## config.mk

```make
export PLATFORM = sky130hd
export DESIGN_NAME = branch_target_lut
export DESIGN_NICKNAME = d
export VERILOG_FILES = /design/src/rtl/branch_lut_pkg.sv /design/src/rtl/lut_bank_ram.sv /design/src/rtl/branch_target_lut.sv
export SDC_FILE = /design/constraint.sdc
export NUM_CORES = 1
export LEC_CHECK = 0
export CAP_MARGIN = 40
export CORE_MARGIN = 3
export CORE_UTILIZATION = 35
export CTS_BUF_LIST = sky130_fd_sc_hd__clkbuf_4 sky130_fd_sc_hd__clkbuf_8
export CTS_CLUSTER_DIAMETER = 60
export DETAILED_ROUTE_END_ITERATION = 10
export PLACE_DENSITY_LB_ADDON = 0.3
export RECOVER_POWER = 100
export SETUP_SLACK_MARGIN = 0.4
export SYNTH_ARGS = -nofsm -noshare
export SYNTH_HDL_FRONTEND = slang
export SYNTH_SLANG_ARGS = --single-unit
```

## constraint.sdc

```tcl
create_clock -name Clk -period 4 [get_ports Clk]
set_input_delay 0.8 -clock Clk [delete_from_list [all_inputs] [get_ports Clk]]
set_output_delay 0.8 -clock Clk [all_outputs]
set_load 0.02 [all_outputs]
```

## src/rtl/branch_lut_pkg.sv

```systemverilog
// Shared definitions for the banked branch-target table.
// Holds the default geometry, the controller state encoding and the
// target-address type used by the fetch-side consumers.
package branch_lut_pkg;

  localparam int PTR_W_DEF  = 4;
  localparam int ADDR_W_DEF = 10;
  localparam int BANKS_DEF  = 4;

  // CLEAR: sweeping zeros through the data array; READY: normal service.
  typedef enum logic {
    CLEAR = 1'b0,
    READY = 1'b1
  } lut_state_t;

  // Absolute target address at the default width.
  typedef logic [ADDR_W_DEF-1:0] lut_addr_t;

endpackage : branch_lut_pkg

```

## src/rtl/lut_bank_ram.sv

```systemverilog
// Flat storage for all banks of the branch-target table.
// One synchronous write port and one combinational read port; no reset so
// the array can map onto distributed RAM. Index is {bank, ptr}.
// Ports:
//   clk   - write clock
//   we    - write enable
//   widx  - write index {bank, ptr}
//   wdata - write data
//   ridx  - read index {bank, ptr}
//   rdata - read data (combinational)
module lut_bank_ram #(
  parameter int IDX_W  = 6,
  parameter int DATA_W = 10
) (
  input  logic              clk,
  input  logic              we,
  input  logic [IDX_W-1:0]  widx,
  input  logic [DATA_W-1:0] wdata,
  input  logic [IDX_W-1:0]  ridx,
  output logic [DATA_W-1:0] rdata
);

  logic [DATA_W-1:0] mem_r [(1<<IDX_W)-1:0];

  // Single write port into the array.
  always_ff @(posedge clk) begin
    if (we) begin
      mem_r[widx] <= wdata;
    end
  end

  assign rdata = mem_r[ridx];

endmodule : lut_bank_ram

```

## src/rtl/branch_target_lut.sv

```systemverilog
// Programmable, banked branch-target table for the fetch stage.
// Maps a jump pointer in the active bank to an absolute instruction address.
// After reset (or on ClearReq) the controller sweeps zeros through every entry
// while Busy is high; writes arriving then are dropped and flagged on WrErr.
// Lookups are registered with a one-cycle response and bypass a same-cycle
// accepted write to the same entry.
// Ports:
//   Clk, Reset            - clock, async active-high reset
//   ClearReq              - request a full clear (honoured in READY only)
//   BankWe, BankIn        - load a new active bank
//   WrEn, WrBank, WrPtr,
//   WrAddr                - entry write
//   LookupReq, LutPointer - lookup in the active bank
//   absaddress            - registered lookup result
//   LookupValid           - one-cycle pulse, result valid
//   LookupMiss            - entry invalid, absaddress forced to 0
//   Busy                  - table is clearing
//   WrErr                 - one-cycle pulse, write dropped
//   ActiveBank            - current active bank
module branch_target_lut
  import branch_lut_pkg::*;
#(
  parameter int  PTR_W  = PTR_W_DEF,
  parameter int  ADDR_W = ADDR_W_DEF,
  parameter int  BANKS  = BANKS_DEF,
  localparam int BANK_W = $clog2(BANKS)
) (
  input  logic              Clk,
  input  logic              Reset,
  input  logic              ClearReq,
  input  logic              BankWe,
  input  logic [BANK_W-1:0] BankIn,
  input  logic              WrEn,
  input  logic [BANK_W-1:0] WrBank,
  input  logic [PTR_W-1:0]  WrPtr,
  input  logic [ADDR_W-1:0] WrAddr,
  input  logic              LookupReq,
  input  logic [PTR_W-1:0]  LutPointer,
  output logic [ADDR_W-1:0] absaddress,
  output logic              LookupValid,
  output logic              LookupMiss,
  output logic              Busy,
  output logic              WrErr,
  output logic [BANK_W-1:0] ActiveBank
);

  localparam int CNT_W   = BANK_W + PTR_W;
  localparam int ENTRIES = 1 << CNT_W;
  localparam logic [CNT_W-1:0] CNT_LAST = '1;
  localparam logic [CNT_W-1:0] CNT_ONE  = {{(CNT_W-1){1'b0}}, 1'b1};

  lut_state_t          state_r;
  lut_state_t          state_nxt_s;
  logic [CNT_W-1:0]    cnt_r;
  logic [ENTRIES-1:0]  valid_r;
  logic [BANK_W-1:0]   bank_r;
  logic [ADDR_W-1:0]   absaddress_r;
  logic                lookup_valid_r;
  logic                lookup_miss_r;
  logic                busy_r;
  logic                wr_err_r;

  logic                ready_s;
  logic                wr_acc_s;
  logic [CNT_W-1:0]    wr_idx_s;
  logic [CNT_W-1:0]    rd_idx_s;
  logic                ram_we_s;
  logic [CNT_W-1:0]    ram_widx_s;
  logic [ADDR_W-1:0]   ram_wdata_s;
  logic [ADDR_W-1:0]   rd_data_s;
  logic                hit_s;
  logic                bypass_s;

  assign ready_s  = (state_r == READY);
  // A clear request in the same cycle takes priority over the write.
  assign wr_acc_s = ready_s & WrEn & ~ClearReq;
  assign wr_idx_s = {WrBank, WrPtr};
  // Lookups use the bank held before any same-cycle BankWe.
  assign rd_idx_s = {bank_r, LutPointer};
  // Valid bits are all zero while clearing, so this also forces misses then.
  assign hit_s    = ready_s & valid_r[rd_idx_s];
  assign bypass_s = wr_acc_s & (WrBank == bank_r) & (WrPtr == LutPointer);

  // Next-state logic for the clear/ready controller.
  always_comb begin
    state_nxt_s = state_r;
    case (state_r)
      CLEAR: begin
        if (cnt_r == CNT_LAST) begin
          state_nxt_s = READY;
        end else begin
          state_nxt_s = CLEAR;
        end
      end
      READY: begin
        if (ClearReq) begin
          state_nxt_s = CLEAR;
        end else begin
          state_nxt_s = READY;
        end
      end
      default: state_nxt_s = CLEAR;
    endcase
  end

  // State register, clear counter and Busy flag.
  always_ff @(posedge Clk or posedge Reset) begin
    if (Reset) begin
      state_r <= CLEAR;
      cnt_r   <= '0;
      busy_r  <= 1'b1;
    end else begin
      state_r <= state_nxt_s;
      busy_r  <= (state_nxt_s == CLEAR);
      // Full-width counter wraps to zero after the last entry.
      if (state_r == CLEAR) begin
        cnt_r <= cnt_r + CNT_ONE;
      end else begin
        cnt_r <= '0;
      end
    end
  end

  // RAM write port: the clear sweep owns it while clearing.
  always_comb begin
    ram_we_s    = 1'b0;
    ram_widx_s  = '0;
    ram_wdata_s = '0;
    if (state_r == CLEAR) begin
      ram_we_s    = 1'b1;
      ram_widx_s  = cnt_r;
      ram_wdata_s = '0;
    end else begin
      ram_we_s    = wr_acc_s;
      ram_widx_s  = wr_idx_s;
      ram_wdata_s = WrAddr;
    end
  end

  lut_bank_ram #(
    .IDX_W  (CNT_W),
    .DATA_W (ADDR_W)
  ) u_ram (
    .clk   (Clk),
    .we    (ram_we_s),
    .widx  (ram_widx_s),
    .wdata (ram_wdata_s),
    .ridx  (rd_idx_s),
    .rdata (rd_data_s)
  );

  // Per-entry valid bits: wiped on entry to CLEAR, set by accepted writes.
  always_ff @(posedge Clk or posedge Reset) begin
    if (Reset) begin
      valid_r <= '0;
    end else if (ready_s && ClearReq) begin
      valid_r <= '0;
    end else if (wr_acc_s) begin
      valid_r[wr_idx_s] <= 1'b1;
    end
  end

  // Active bank register and dropped-write flag.
  always_ff @(posedge Clk or posedge Reset) begin
    if (Reset) begin
      bank_r   <= '0;
      wr_err_r <= 1'b0;
    end else begin
      wr_err_r <= WrEn & ~wr_acc_s;
      if (BankWe) begin
        bank_r <= BankIn;
      end
    end
  end

  // Registered lookup response; result and miss hold when idle.
  always_ff @(posedge Clk or posedge Reset) begin
    if (Reset) begin
      absaddress_r   <= '0;
      lookup_valid_r <= 1'b0;
      lookup_miss_r  <= 1'b0;
    end else begin
      lookup_valid_r <= LookupReq;
      if (LookupReq) begin
        if (bypass_s) begin
          absaddress_r  <= WrAddr;
          lookup_miss_r <= 1'b0;
        end else if (hit_s) begin
          absaddress_r  <= rd_data_s;
          lookup_miss_r <= 1'b0;
        end else begin
          absaddress_r  <= '0;
          lookup_miss_r <= 1'b1;
        end
      end
    end
  end

  assign absaddress  = absaddress_r;
  assign LookupValid = lookup_valid_r;
  assign LookupMiss  = lookup_miss_r;
  assign Busy        = busy_r;
  assign WrErr       = wr_err_r;
  assign ActiveBank  = bank_r;

endmodule : branch_target_lut

```

==> run metrics <==
sw frac=0.211; Clock Power Share=0.443; Peak supply drop=0.205 mV; worst stage delay on the critical path=1.37 ns; run status=finished with violations; Hold Crit Class=reg2reg; fin crit share=0.858; vias post-DR=around 16k; Power Density=465 nW/um2; Area growth syn-to-layout=16.4%; commonest cells in the netlist=edfxtp_1 (640), mux4_2 (150), nor2_1 (115); Remaining Overflow, GRT=0; Final Hold Vio Count=0; cts bufs inserted=roughly 120; Post-Synthesis Cells=~1.6k; cts hold-fix bufs=0; GRT Total Usage=0.175; htree depth=3; antenna violations before repair=3; Initial Util=0.354; postcts setup bufs=0; top sig layer=met5; adder-cell share of the synthesized area=0.000430; Post-synth EDFFs=640; Critical Path Start Type=register; hold_ws=0.481 ns; Clock Skew=approximately 0.038 ns; First DRT Iteration DRCs=1708; top-count cell post-synth=edfxtp_1; share of post-route cells with drive strength above 1=0.231; Main synth FF type=edfxtp_1; Synth Area in Compound Gates=0.0495; WL per Instance=around 25 um; Max Clk Rate=approximately 290 MHz; Critical Path RT=4.35 ns; die height=294 um; DR DRC count=0; Synth Net Count=1600; post-synth cell types=58; CTS tree=yes; RSZ-0062 raised after global routing=false; Power, Total=15800 uW; die area=around 87000 um2; endpoint class of the critical path=register; clk buf depth=3; xor/xnor share of the synthesized area=0.00271; Yosys warning count=0; Sequential Power Share=0.519; first-pass GRT wire length=between 100000 and 150000 um; maxcap violations=11; leakage power=between 0.009 and 0.01 uW; final net count=1823; core area=82200 um2; Syn Area/Cell=around 19 um2; clk slew on worst S/H paths=0.06 ns; Post-Syn Area=between 20000 and 30000 um2; combinational power share=0.038; largest net degree at the start of global routing=between 50 and 60; DRT Pass-1 Iters=5; detail-routed via count per cell=~5.4; Post-CTS Resized=0; I/O pin total=44; WL final=around 75000 um; crit path time final=~3.4 ns; post-synth top area cell=edfxtp_1; largest family of logic cells by synthesized area=multiplexers; Post-Synth Simple-Gate Area=0.0466; fraction of registers with async set/reset=0.120; wl on met1=between 30000 and 40000 um; register bit total from synthesis=a little over 700; Psw=around 3300 uW; met2 wire len=around 35000 um; Final setup viols=0; post-synth top area share=0.660; Post-Layout Cell Count=between 2k and 3k; metal3 WL=5340 um; clk sinks=slightly above 700; Top delay family on crit path=simple AND/OR/NAND/NOR gates; failing checks=max-capacitance violations, max-slew violations; hpwl dp=approximately 49000 um; clock root cell=clkbuf_8; num rows=105; crit path max fanout=slightly above 40; slew at the pin with the worst max-slew slack=slightly below 2 ns; dpl cells=2745; chip width=294 um; slew margin rel.=-0.307; post-synthesis sequential area ratio=0.735; synth top area cells=edfxtp_1 (66%), mux4_2 (12%), dfrtp_1 (7.4%); Buf/Inv on CP=2; DRT antenna net count=0; IO buf count=43; vias in the first global route=~16k; Slew Limit Fails=about 300; post-synthesis mux area share=0.146; placer congestion estimate=approximately 0.86; Crit Path Class=reg2reg; CP arrival=3.79 ns; Clk Latency, worst-skew pair=just over 0.7 ns; critical path's slowest cell=and2_0; crit path cell chain=buf_4 -> and2_0 -> clkbuf_2; internal power=12400 uW
## placed cells by master, fill, tap and decap left out, types with 7 or more instances in the layout
cell / n
nor2_1: 115
clkdlybuf4s50_1: 19
mux4_2: 150
clkbuf_8: 125
edfxtp_1: 640
mux2i_1: 74
o21ai_1: 10
o22ai_1: 26
o21ai_0: 51
nor2b_1: 15
clkbuf_4: 34
nand3b_1: 7
nand3_1: 25
dlygate4sd3_1: 21
and2_0: 10
clkinv_2: 21
a221oi_1: 10
buf_4: 52
a21oi_1: 16
dfrtp_1: 86
nand2_1: 81
buf_12: 10
xnor2_1: 7
clkinv_1: 20
a22o_1: 27
mux2_2: 7
clkbuf_1: 82
nand2b_1: 11
a22oi_1: 25
bufinv_16: 13
a31oi_1: 16
## per-stage QoR
stage	utilization	setup slack, ns	instance area (um2)	setup TNS (ns)
4_1_cts	0.417	0.834	34300	0
3_5_place_dp	0.385	0.252	31700	0
6_report	0.412	0.569	33900	0
5_1_grt	0.412	0.409	33900	0
3_3_place_gp	0.383	-0.0223	31500	-0.0223
2_1_floorplan	-	0.951	29100	0
## routing by layer
layer  vias up  GRT usage
li1       6831          -
met1      8403      0.252
met2       680      0.270
met3       117     0.0293
met4         2     0.0579
met5         -          0
## registers in the layout, indices dropped and copies added (netlist names), 2 cells and up
name         flops
absaddress      10
u_ram.mem_r    640
ActiveBank       2
valid_r         64
cnt_r            6
## path summary, 6_finish.rpt
check	from	end	slack, ns	cells past startpoint
setup / recovery	ready_s	u_ram.mem_r[12][2]	0.57	3
max in group asynchronous	Reset	valid_r[52]	0.85	4
hold reg to reg	valid_r[57]	valid_r[57]	0.48	2
hold / removal	valid_r[57]	valid_r[57]	0.48	2
min in group asynchronous	Reset	valid_r[13]	0.82	2
setup reg to reg	ready_s	u_ram.mem_r[12][2]	0.57	3
## power groups by stage
stage	Sequential (uW)	Clock, uW	Combinational [uW]
after floorplan	8330	0	358
after global placement	8340	0	589
after detailed placement	8330	0	605
after CTS	8180	7160	607
after global routing	8170	7510	631
final	8180	6980	598
## worst reg2reg max path: stages, from the launching register on
cell	delay (ns)
dfrtp_1	0.34
buf_4	0.36
and2_0	1.39
clkbuf_2	0.94
## final cells by class
type                    count  area, um2
fillers                  7351      48400
repair buffers            194       1390
clock inverters            60        621
well taps                1070       1340
inverters                   4       16.3
multi-input cells         750       7140
diodes                      2       5.00
flip-flops and latches    727      21400
clock buffers             158       1970
## logic make-up (layout without fill, tap and decap cells)
| group | Yosys count | in the layout |
|---|---|---|
| AND/OR/NAND/NOR | 295 | 295 |
| adder cells (fa/ha/maj) | 1 | 1 |
| buffers and inverters | 94 | 416 |
| XOR/XNOR | 9 | 9 |
| flip-flops | 727 | 727 |
| AO/OA/AOI/OAI | 212 | 212 |
| multiplexers | 233 | 233 |
| other | 0 | 2 |
Note: power is estimated with default switching activity, not from simulation.
